$ cat src/rtl/gray_counter_param.sv
// Parametrised Gray-code counter: up/down, Gray-encoded parallel load, wrap or saturate, terminal-count pulse.
// Optional registered binary output bin_out when GRAY_BIN_OUT_EN is defined.
module gray_counter_param #(
    parameter int WIDTH = 4,
    parameter bit WRAP  = 1'b1
) (
    input  logic             clk,
    input  logic             rst,
    input  logic             en,
    input  logic             up,
    input  logic             load,
    input  logic [WIDTH-1:0] load_gray,
    output logic [WIDTH-1:0] gray_out,
    output logic             tc
`ifdef GRAY_BIN_OUT_EN
    ,
    output logic [WIDTH-1:0] bin_out
`endif
);

    localparam logic [WIDTH-1:0] ONE = {{(WIDTH-1){1'b0}}, 1'b1};

    if (WIDTH < 2 || WIDTH > 32) begin : g_width_check
        $error("gray_counter_param: WIDTH must be 2..32");
    end

    logic [WIDTH-1:0] cnt;
    logic [WIDTH-1:0] cnt_nxt;
    logic [WIDTH-1:0] load_bin;
    logic             term;
    logic             tc_nxt;

    // Each binary bit is the XOR of all Gray bits at or above it.
    always_comb begin
        load_bin = '0;
        for (int i = 0; i < WIDTH; i++) begin
            load_bin[i] = ^(load_gray >> i);
        end
    end

    assign term = up ? (&cnt) : (cnt == '0);

    always_comb begin
        cnt_nxt = cnt;
        tc_nxt  = 1'b0;
        if (load) begin
            cnt_nxt = load_bin;
        end else if (en) begin
            if (term) begin
                tc_nxt = 1'b1;
                if (WRAP) begin
                    cnt_nxt = up ? '0 : '1;
                end
            end else begin
                cnt_nxt = up ? (cnt + ONE) : (cnt - ONE);
            end
        end
    end

    always_ff @(posedge clk) begin
        if (rst) begin
            cnt      <= '0;
            gray_out <= '0;
            tc       <= 1'b0;
        end else begin
            cnt      <= cnt_nxt;
            gray_out <= cnt_nxt ^ (cnt_nxt >> 1);
            tc       <= tc_nxt;
        end
    end

`ifdef GRAY_BIN_OUT_EN
    always_ff @(posedge clk) begin
        if (rst) begin
            bin_out <= '0;
        end else begin
            bin_out <= cnt_nxt;
        end
    end
`endif

endmodule

$ cat config.mk
export PLATFORM = sky130hd
export DESIGN_NAME = gray_counter_param
export DESIGN_NICKNAME = d
export VERILOG_FILES = /design/src/rtl/gray_counter_param.sv
export SDC_FILE = /design/constraint.sdc
export NUM_CORES = 1
export LEC_CHECK = 0
export ABC_AREA = 1
export CAP_MARGIN = 20
export CORE_MARGIN = 2
export CORE_UTILIZATION = 25
export DETAILED_ROUTE_END_ITERATION = 6
export HOLD_SLACK_MARGIN = 0.06
export MAX_ROUTING_LAYER = met4
export PLACE_DENSITY = 0.51
export SLEW_MARGIN = 0
export SYNTH_ARGS = -nofsm -noshare
export SYNTH_HDL_FRONTEND = slang
export SYNTH_SLANG_ARGS = --single-unit
$ cat constraint.sdc
create_clock -name clk -period 4.5 [get_ports clk]
set_clock_uncertainty 0.2 [all_clocks]
set_input_delay 0.675 -clock clk [delete_from_list [all_inputs] [get_ports clk]]
set_output_delay 0.675 -clock clk [all_outputs]
set_load 0.05 [all_outputs]
==> results of run 1 <==
flip-flops by register name (all words and copies together), names as in the netlist:
signal and cells:
tc 1, gray_out 4, cnt 3
path summary, 6_finish.rpt:
kind / startpoint / endpoint / slack [ps] / cells after the start
max: up / gray_out[2]$_SDFF_PP0_ / 2000 / 14
min: cnt[0]$_SDFF_PP0_ / tc$_SDFF_PP0_ / 480 / 4
min reg2reg: cnt[0]$_SDFF_PP0_ / tc$_SDFF_PP0_ / 480 / 4
max reg2reg: cnt[0]$_SDFF_PP0_ / gray_out[2]$_SDFF_PP0_ / 2600 / 10
routing by layer:
| layer | vias up | global-route usage [%] | wire length (um) |
|---|---|---|---|
| met4 | 0 | 2.56 | 0 |
| met3 | 0 | 2.54 | 46 |
| met5 | - | - | 0 |
| met1 | 224 | 11.3 | 552 |
| met2 | 12 | 16.7 | 475 |
| li1 | 303 | - | - |
cells by family after synthesis:
family                   count (synthesis)  share of synthesized area [%]
AND/OR/NAND/NOR                         54                           44.9
buffers and inverters                   11                           7.72
AO/OA/AOI/OAI                            9                           7.51
flip-flops                               8                           26.7
XOR/XNOR                                 3                           5.64
adder cells (fa/ha/maj)                  3                           7.52
cell usage in the layout, fill, tap and decap left out, drive strengths merged:
cell type	netlist	layout
nand2	34	34
clkbuf	0	3
nor2	12	12
a21oi	7	7
xnor2	2	2
nand3	5	5
inv	9	9
clkdlybuf4s50	0	13
o21ai	2	2
xor2	1	1
ha	2	2
fa	1	1
nor4	1	1
dfxtp	8	8
or2	2	2
power groups by stage:
stage	clock network, mW	registers, mW	logic [mW]
2_1_floorplan	0	0.0986	0.0551
3_3_place_gp	0	0.0860	0.0933
3_5_place_dp	0	0.0862	0.0940
4_1_cts	0.0559	0.0847	0.0942
5_1_grt	0.0622	0.0854	0.105
6_report	0.0537	0.0845	0.0928
area by class of cell:
type,count,area (um2)
flip-flops and latches,8,160
well taps,28,35.0
clock buffers,3,22.5
multi-input cells,69,393
fillers,255,1460
repair buffers,13,130
inverters,9,33.8
stage by stage:
stage / worst slack [ps] / power [mW] / area, um2 / instances
final: 2000 / 0.231 / 774 / 130
after global routing: 1800 / 0.253 / 774 / 130
after CTS: 1980 / 0.235 / 774 / 130
after detailed placement: 1720 / 0.180 / 752 / 127
after global placement: 1730 / 0.179 / 752 / 127
after floorplan: 2470 / 0.154 / 599 / 88
cell usage after synthesis, drive strengths merged:
cell and number:
a21oi 7, buf 2, dfxtp 8, fa 1, ha 2, inv 9
nand2 34, nand3 5, nor2 12, nor4 1, o21ai 2, or2 2
xnor2 2, xor2 1
worst min-delay path, stage by stage, from the launching register on:
cell and delay, ps:
dfxtp_1 360, nand2_2 110, nand2_2 50, inv_2 70
nor4_1 40
==> run summary, run 1 <==
CTS resizes - 0
H-tree level count - 1
cells along the critical path - clkdlybuf4s50_1 > inv_1 > ha_1 > or2_1 > nand2_1 > nand2_1 > nand2_1 > nand2_1 > nand2_1 > nand2_1 > nand2_1 > nand2_1 > nand2_1 > nand2_1
total of max-cap violations - 0
largest net degree at the start of global routing - 10
Via density - 4.15
io pins - 14
Worst setup SP type - input pin
Final Critical Period - 2500 ps
Final ANT Viol Nets - 0
fmax - 0.400 GHz
Sw Ratio - 36.8%
core footprint - 2230 um2
Tcrit/Tclk final - 55.5%
mapped cell area - 599 um2
CP Data Arrival Time - 2450 ps
HP Class - reg -> reg
Area growth syn-to-layout - 29.2%
Synth Warn # - 0
Initial Utilization - 26.8%
post-layout util - 34.7%
Fin Hold WS - 480 ps
DRT iter0 DRCs - 9
Syn Nets - 100
grt ovf - 0
final WL - 1.07 mm
Int Pwr - 146 uW
via count - 539
proportion of layout cells with a drive suffix above 1 - 17.6%
Post-DP HPWL - 920 um
CTS clock-pin slew for the worst setup and hold paths - 50 ps
WP buf/inv - 2
average wire per standard cell - 8.26 um
Slew Limit Fails - 0
VDD IR-drop max - 0.000152 V
Synth area leaders - dfxtp_1, nand2_1, nand2_2, a21oi_1, nor2_1
Final #Nets - 116
CTS Buf Count - 3
First-pass DRT Iterations - 4
Worst Max-Slew Pin Slew - 496 ps
Final Hold Viols - 0
GPL Wtd Cong - 0.814
CP Capture Type - register
most common cell type on the critical path - nand2_1
Rows - 17
syn_area_per_cell - 6.81 um2
CTS sink cnt - 8
post-synthesis cell type with the largest combined area - dfxtp_1
CP Class - in -> reg
CTS max path bufs - 2
Die Height - 53.0 um
status - complete, no violations
WP data required - 4450 ps
CTS tree - yes
crit-path max cell delay - 560 ps
register share of total power - 36.6%
initial antenna violation count - 0
top cell type's share of synthesized area - 26.7%
CP delay by family, top - simple AND/OR/NAND/NOR gates
global-route wire length before repair - 1.99 mm
setup violators final - 0
I/O Buffers - 13
clk root buf - clkbuf_4
DRC Markers - 0
Post-CTS Setup Bufs - 0
Pleak - 0.359 nW
Unique masters post-synth - 23
die width - 53.0 um
PD cells - 298 nW/um2
switching power total - 85.0 uW
number of global-route vias before repair - 520
CP max FO - 4
Syn Inst Count - 88
post-synthesis register bit count - 8
Clk Latency, worst-skew pair - 250 ps
all-layer global routing usage - 9.74%
cts hold-fix bufs - 0
Die ar. - 2800 um2
RSZ-0062 raised after global routing - no
Clock power frac - 23.2%
number of diodes - 0
setup TNS - 0 ps
Comb power frac - 40.2%
Slew HR - 66.9%
slowest CP cell - clkdlybuf4s50_1
Seq/Total Area, Yosys - 26.7%
Power figures use the tool's default switching activity.
==> inputs of run 2 (changes only) <==
PLACE_DENSITY = 0.52   (was 0.51)
clock period = 2.1 ns   (was 4.5 ns; I/O delays follow)
==> run 2 against run 1 <==
  * Clock-buffer cell count unchanged
  * Combinational power rose by 130%
  * Critical endpoint unchanged
  * Wire length increased by 5.6%
  * Cell count up 5.4%
  * Global-route usage up 0.12 points
  * Non-clock buffer count increased by 7
  * Sequential cell count did not move
  * Worst setup slack lost 1900 ps
  * Worst hold slack better by 12 ps
  * Total power up 120%
  * Critical path depth is 3 lower
  * Utilization up 2.5 points
==> run summary, run 2 (synthesis results as in run 1) <==
status - complete, no violations (unchanged)
number of diodes - 0 (unchanged)
clk root buf - clkbuf_4 (unchanged)
CTS tree - yes (unchanged)
max FFs per register - 4 (unchanged)
cells along the critical path - clkdlybuf4s50_1 > buf_4 > fa_1 > xor2_1 > nand3_1 > nand2_1 > nand2_2 > nand2_4 > nor2_4 > nand3_1 > nand2_1 (was clkdlybuf4s50_1 > inv_1 > ha_1 > or2_1 > nand2_1 > nand2_1 > nand2_1 > nand2_1 > nand2_1 > nand2_1 > nand2_1 > nand2_1 > nand2_1 > nand2_1)
setup violators final - 0 (unchanged)
initial antenna violation count - 0 (unchanged)
CTS clock-pin slew for the worst setup and hold paths - 50 ps (about the same)
Worst setup startpoint - up (unchanged)
CP Class - in -> reg (unchanged)
Final Critical Period - 1990 ps
DRC Markers - 0 (unchanged)
post-route setup slack - 109 ps (was 2000 ps)
crit-path max cell delay - 430 ps (was 560 ps)
Final ANT Viol Nets - 0 (unchanged)
PD cells - 616 nW/um2 (was 298 nW/um2)
commonest non-fill, non-tap cell in the layout - nand2_1 (unchanged)
largest net degree at the start of global routing - 10 (unchanged)
number of global-route vias before repair - 525 (was 520)
all-layer global routing usage - 9.86% (was 9.74%)
Via density - 4.10 (was 4.15)
VDD IR-drop max - 0.000340 V (was 0.000152 V)
average wire per standard cell - 8.28 um (was 8.26 um)
Die Height - 53.0 um (unchanged)
most frequent cells in the layout - nand2_1, clkdlybuf4s50_1, nor2_1 (unchanged)
sequential cell area - 160 um2 (unchanged)
Rows - 17 (unchanged)
Register-to-Register Path Depth - 10 (unchanged)
Post-DP HPWL - 959 um (was 920 um)
proportion of layout cells with a drive suffix above 1 - 23.9% (was 17.6%)
Worst Max-Slew Pin Slew - 490 ps (was 496 ps)
CTS Buf Count - 3 (unchanged)
HP Class - reg -> reg (unchanged)
Die ar. - 2800 um2 (unchanged)
setup TNS - 0 ps (unchanged)
fillcell total - 256 (was 255)
GPL Wtd Cong - 0.827 (was 0.814)
CP max FO - 3 (was 4)
CP Capture Type - register (unchanged)
Post-Layout Cell Count - 137 (was 130)
core footprint - 2230 um2 (unchanged)
WHS Endpoint - gray_out[3]$_SDFF_PP0_ (was tc$_SDFF_PP0_)
Final Hold Viols - 0 (unchanged)
CTS max path bufs - 2 (unchanged)
CTS sink cnt - 8 (unchanged)
I/O Buffers - 13 (unchanged)
io pins - 14 (unchanged)
Largest Register - gray_out (unchanged)
Tcrit/Tclk final - 94.8%
die width - 53.0 um (unchanged)
grt ovf - 0 (unchanged)
Area growth syn-to-layout - 38.4% (was 29.2%)
hold path start - gray_out[3]$_SDFF_PP0_ (was cnt[0]$_SDFF_PP0_)
Worst setup SP type - input pin (unchanged)
dpl ws - -182 ps (was 1720 ps)
largest registers - gray_out: 4 flops, cnt: 3 flops, tc: 1 flops (unchanged)
fmax - 0.502 GHz
Pleak - 0.393 nW (was 0.359 nW)
CP Data Arrival Time - 1940 ps (was 2450 ps)
Final #Nets - 123 (was 116)
Pwr Total - 511 uW (was 231 uW)
FF-to-FF Start - cnt[1]$_SDFF_PP0_ (was cnt[0]$_SDFF_PP0_)
Clk Latency, worst-skew pair - 250 ps (about the same)
via count - 562 (was 539)
H-tree level count - 1 (unchanged)
RSZ-0062 raised after global routing - no (unchanged)
area of the multi-input gates - 395 um2 (was 393 um2)
Initial Utilization - 26.8% (unchanged)
First-pass DRT Iterations - 4 (unchanged)
Post-CTS Setup Bufs - 0 (unchanged)
DRT iter0 DRCs - 9 (unchanged)
R2R setup slack - 300 ps (was 2600 ps)
slowest CP cell - fa_1 (was clkdlybuf4s50_1)
placed instance count - 134 (was 127)
RR Endpoint - gray_out[2]$_SDFF_PP0_ (unchanged)
final WL - 1.13 mm (was 1.07 mm)
Slew HR - 67.3% (was 66.9%)
WP data required - 2050 ps (was 4450 ps)
Slew Limit Fails - 0 (unchanged)
hold depth - 4 (unchanged)
post-layout util - 37.1% (was 34.7%)
total of max-cap violations - 0 (unchanged)
global-route wire length before repair - 1.96 mm (was 1.99 mm)
-- run 2: cell count changes in the layout (fill, tap and decap cells not counted), sizes merged --
cell | previous run | this run
buf | 0 | 7
-- run 2: layout make-up --
type / instances / area share [%]
flip-flops and latches: 8 / 19.3
well taps: 28 / 4.22
repair buffers: 20 / 22.0
inverters: 9 / 4.07
clock buffers: 3 / 2.71
multi-input cells: 69 / 47.7
-- run 2: how the worst max path moves through the flow --
stage / to / slack, ps / depth (start not counted)
floorplan: gray_out[1]$_SDFF_PP0_ / 350 / 9
global placement: gray_out[2]$_SDFF_PP0_ / -160 / 14
detailed placement: gray_out[2]$_SDFF_PP0_ / -180 / 14
CTS: gray_out[2]$_SDFF_PP0_ / 80 / 14
global route: gray_out[1]$_SDFF_PP0_ / 10 / 11
finish: gray_out[2]$_SDFF_PP0_ / 110 / 11
-- run 2: what timing repair did --
item,4_1_cts,5_1_grt
endpoints found under the setup margin,0,2
resized for setup,0,1
hold buffers,0,0
-- run 2: where the power goes --
part	internal, mW	switching (mW)	leakage, nW	total (mW)
clock	0.0653	0.0503	0.0138	0.116
sequential	0.168	0.0103	0.0664	0.178
combinational	0.0912	0.126	0.313	0.217
total	0.325	0.187	0.393	0.511
-- run 2: stage by stage --
step	hold slack (ps)	area [um2]
after detailed placement	520	805
after global routing	530	830
after global placement	518	805
after CTS	528	827
after floorplan	184	599
final	492	830
-- run 2: per-layer routing --
layer  track usage [%]  wire length, um
met3              4.24               75
met4              2.56                0
met2              16.0              542
met1              11.1              516
met5                 -                0
-- run 2: critical path: cells and delay by family --
family | cells | cell delay (ps)
adder cells (fa/ha/maj) | 1 | 430
AND/OR/NAND/NOR | 7 | 460
XOR/XNOR | 1 | 160
buffers and inverters | 2 | 570
==> inputs of run 3 (changes only) <==
CORE_MARGIN = 5   (was 2)
==> run 3 against run 2 <==
  * Worst setup slack improved by 3.7 ps
  * Sequential share of layout area is 0.36 points higher
  * First-iteration DRC count up 110%
  * Total power shrank 0.12%
  * Register-to-register slack lost 70 ps
  * Utilization fell by 1.0 points
  * Critical path type is now reg -> out
==> run summary, run 3 (synthesis results as in run 1) <==
status - complete, no violations (unchanged)
global-route wire length before repair - 2.21 mm (was 1.96 mm)
Final Critical Period - 1990 ps (about the same)
crit-path max cell delay - 830 ps (was 430 ps)
Post-Layout Cell Count - 133 (was 137)
switching power total - 189 uW (was 187 uW)
Slew Limit Fails - 0 (unchanged)
Worst Max-Slew Pin Slew - 499 ps (was 490 ps)
Pwr Total - 511 uW (about the same)
Via density - 4.20 (was 4.10)
die width - 59.0 um (was 53.0 um)
First-pass DRT Iterations - 4 (unchanged)
Rows - 17 (unchanged)
CTS Buf Count - 3 (unchanged)
CTS sink cnt - 8 (unchanged)
proportion of layout cells with a drive suffix above 1 - 22.9% (was 23.9%)
clk root buf - clkbuf_4 (unchanged)
CTS max path bufs - 2 (unchanged)
CP Capture Type - primary output (was register)
slowest CP cell - clkdlybuf4s50_1 (was fa_1)
cells along the critical path - clkdlybuf4s50_1 (was clkdlybuf4s50_1 > buf_4 > fa_1 > xor2_1 > nand3_1 > nand2_1 > nand2_2 > nand2_4 > nor2_4 > nand3_1 > nand2_1)
average wire per standard cell - 9.44 um (was 8.28 um)
largest net degree at the start of global routing - 10 (unchanged)
setup violators final - 0 (unchanged)
most frequent cells in the layout - nand2_1, clkdlybuf4s50_1, nor2_1 (unchanged)
post-route setup slack - 113 ps (was 109 ps)
Tcrit/Tclk final - 94.6% (was 94.8%)
Post-DP HPWL - 1.03 mm (was 959 um)
core footprint - 2250 um2 (was 2230 um2)
Final #Nets - 119 (was 123)
Clk Latency, worst-skew pair - 250 ps (about the same)
GPL Wtd Cong - 0.744 (was 0.827)
VDD IR-drop max - 0.000361 V (was 0.000340 V)
Pleak - 0.374 nW (was 0.393 nW)
Fin Hold WS - 477 ps (was 492 ps)
CTS clock-pin slew for the worst setup and hold paths - 50 ps (about the same)
total of max-cap violations - 0 (unchanged)
Clock power frac - 22.5% (was 22.6%)
WP data required - 1580 ps (was 2050 ps)
Die Height - 59.0 um (was 53.0 um)
commonest non-fill, non-tap cell in the layout - nand2_1 (unchanged)
CP max FO - 4 (was 3)
Slew HR - 66.6% (was 67.3%)
Comb power frac - 41.8% (was 42.5%)
CP Class - reg -> out (was in -> reg)
initial antenna violation count - 0 (unchanged)
Die ar. - 3480 um2 (was 2800 um2)
all-layer global routing usage - 8.41% (was 9.86%)
Worst setup SP type - register (was input pin)
Final Hold Viols - 0 (unchanged)
max FFs per register - 4 (unchanged)
HP Class - reg -> reg (unchanged)
number of diodes - 0 (unchanged)
CP delay by family, top - buffers and inverters (unchanged)
CTS tree - yes (unchanged)
Final ANT Viol Nets - 0 (unchanged)
DRT iter0 DRCs - 19 (was 9)
CP Data Arrival Time - 1470 ps (was 1940 ps)
placed instance count - 130 (was 134)
Int Pwr - 322 uW (was 325 uW)
dpl ws - -210 ps (was -182 ps)
WP buf/inv - 1 (was 2)
DRC Markers - 0 (unchanged)
final WL - 1.26 mm (was 1.13 mm)
io pins - 14 (unchanged)
I/O Buffers - 13 (unchanged)
number of global-route vias before repair - 569 (was 525)
largest registers - gray_out: 4 flops, cnt: 3 flops, tc: 1 flops (unchanged)
Largest Register - gray_out (unchanged)
fmax - 0.503 GHz (was 0.502 GHz)
PD cells - 627 nW/um2 (was 616 nW/um2)
Area growth syn-to-layout - 35.9% (was 38.4%)
RSZ-0062 raised after global routing - no (unchanged)
H-tree level count - 1 (unchanged)
Sw Ratio - 37.0% (was 36.5%)
register share of total power - 35.7% (was 34.9%)
grt ovf - 0 (unchanged)
via count - 558 (was 562)
Initial Utilization - 26.6% (was 26.8%)
-- run 3: changes by cell type in the layout (fill, tap and decap cells not counted) --
cell   previous run  this run
buf_4             7         3
fa_1              1         0
fa_2              0         1
ha_1              2         1
ha_4              0         1
-- run 3: metrics by stage --
stage                     area [um2]  setup TNS [ps]  utilization (%)
after floorplan                  599               0                -
after global placement           774            -593             34.4
after detailed placement         774            -702             34.4
after CTS                        797               0             35.3
after global routing             815               0             36.1
final                            815               0             36.1
-- run 3: worst paths after layout --
kind | from | end | slack, ps | cells after the start
worst max-delay path | gray_out[3]$_SDFF_PP0_ | gray_out[3] | 110 | 1
worst max register to register | cnt[0]$_SDFF_PP0_ | gray_out[2]$_SDFF_PP0_ | 230 | 10
worst min register to register | cnt[0]$_SDFF_PP0_ | tc$_SDFF_PP0_ | 480 | 4
worst min-delay path | cnt[0]$_SDFF_PP0_ | tc$_SDFF_PP0_ | 480 | 4
-- run 3: area by class of cell --
type / instances / area, um2
Clock buffer: 3 / 22.5
Fill cell: 259 / 1440
Inverter: 9 / 33.8
Multi-Input combinational cell: 69 / 410
Sequential cell: 8 / 160
Tap cell: 28 / 35.0
Timing Repair Buffer: 16 / 153
-- run 3: repair_timing --
| action | 4_1_cts | 5_1_grt |
|---|---|---|
| hold buffers | 0 | 0 |
| resized for setup | 0 | 3 |
| setup endpoints to repair | 0 | 2 |
| setup buffers | 0 | 0 |
-- run 3: per-layer routing --
layer  vias up  track usage (%)  wire length (um)
met1       236             10.2               592
met5         -                -                 0
met2        15             12.8               583
met3         0             4.17                79
li1        307                -                 -
met4         0             1.29                 0
-- run 3: power groups by stage --
stage          clock network, mW  registers (mW)  logic (mW)
6_report                   0.115           0.182       0.213
5_1_grt                    0.130           0.185       0.240
4_1_cts                    0.121           0.181       0.211
3_5_place_dp                   0           0.185       0.210
3_3_place_gp                   0           0.184       0.208
2_1_floorplan                  0           0.211       0.118
-- run 3: worst register-to-register path, delay by kind of cell, from the launching register on --
kind | cells | cell delay [ps]
fa+ha+maj | 1 | 370
buf+inv | 1 | 130
simple gates | 7 | 480
xor+xnor | 1 | 160
flops | 1 | 430
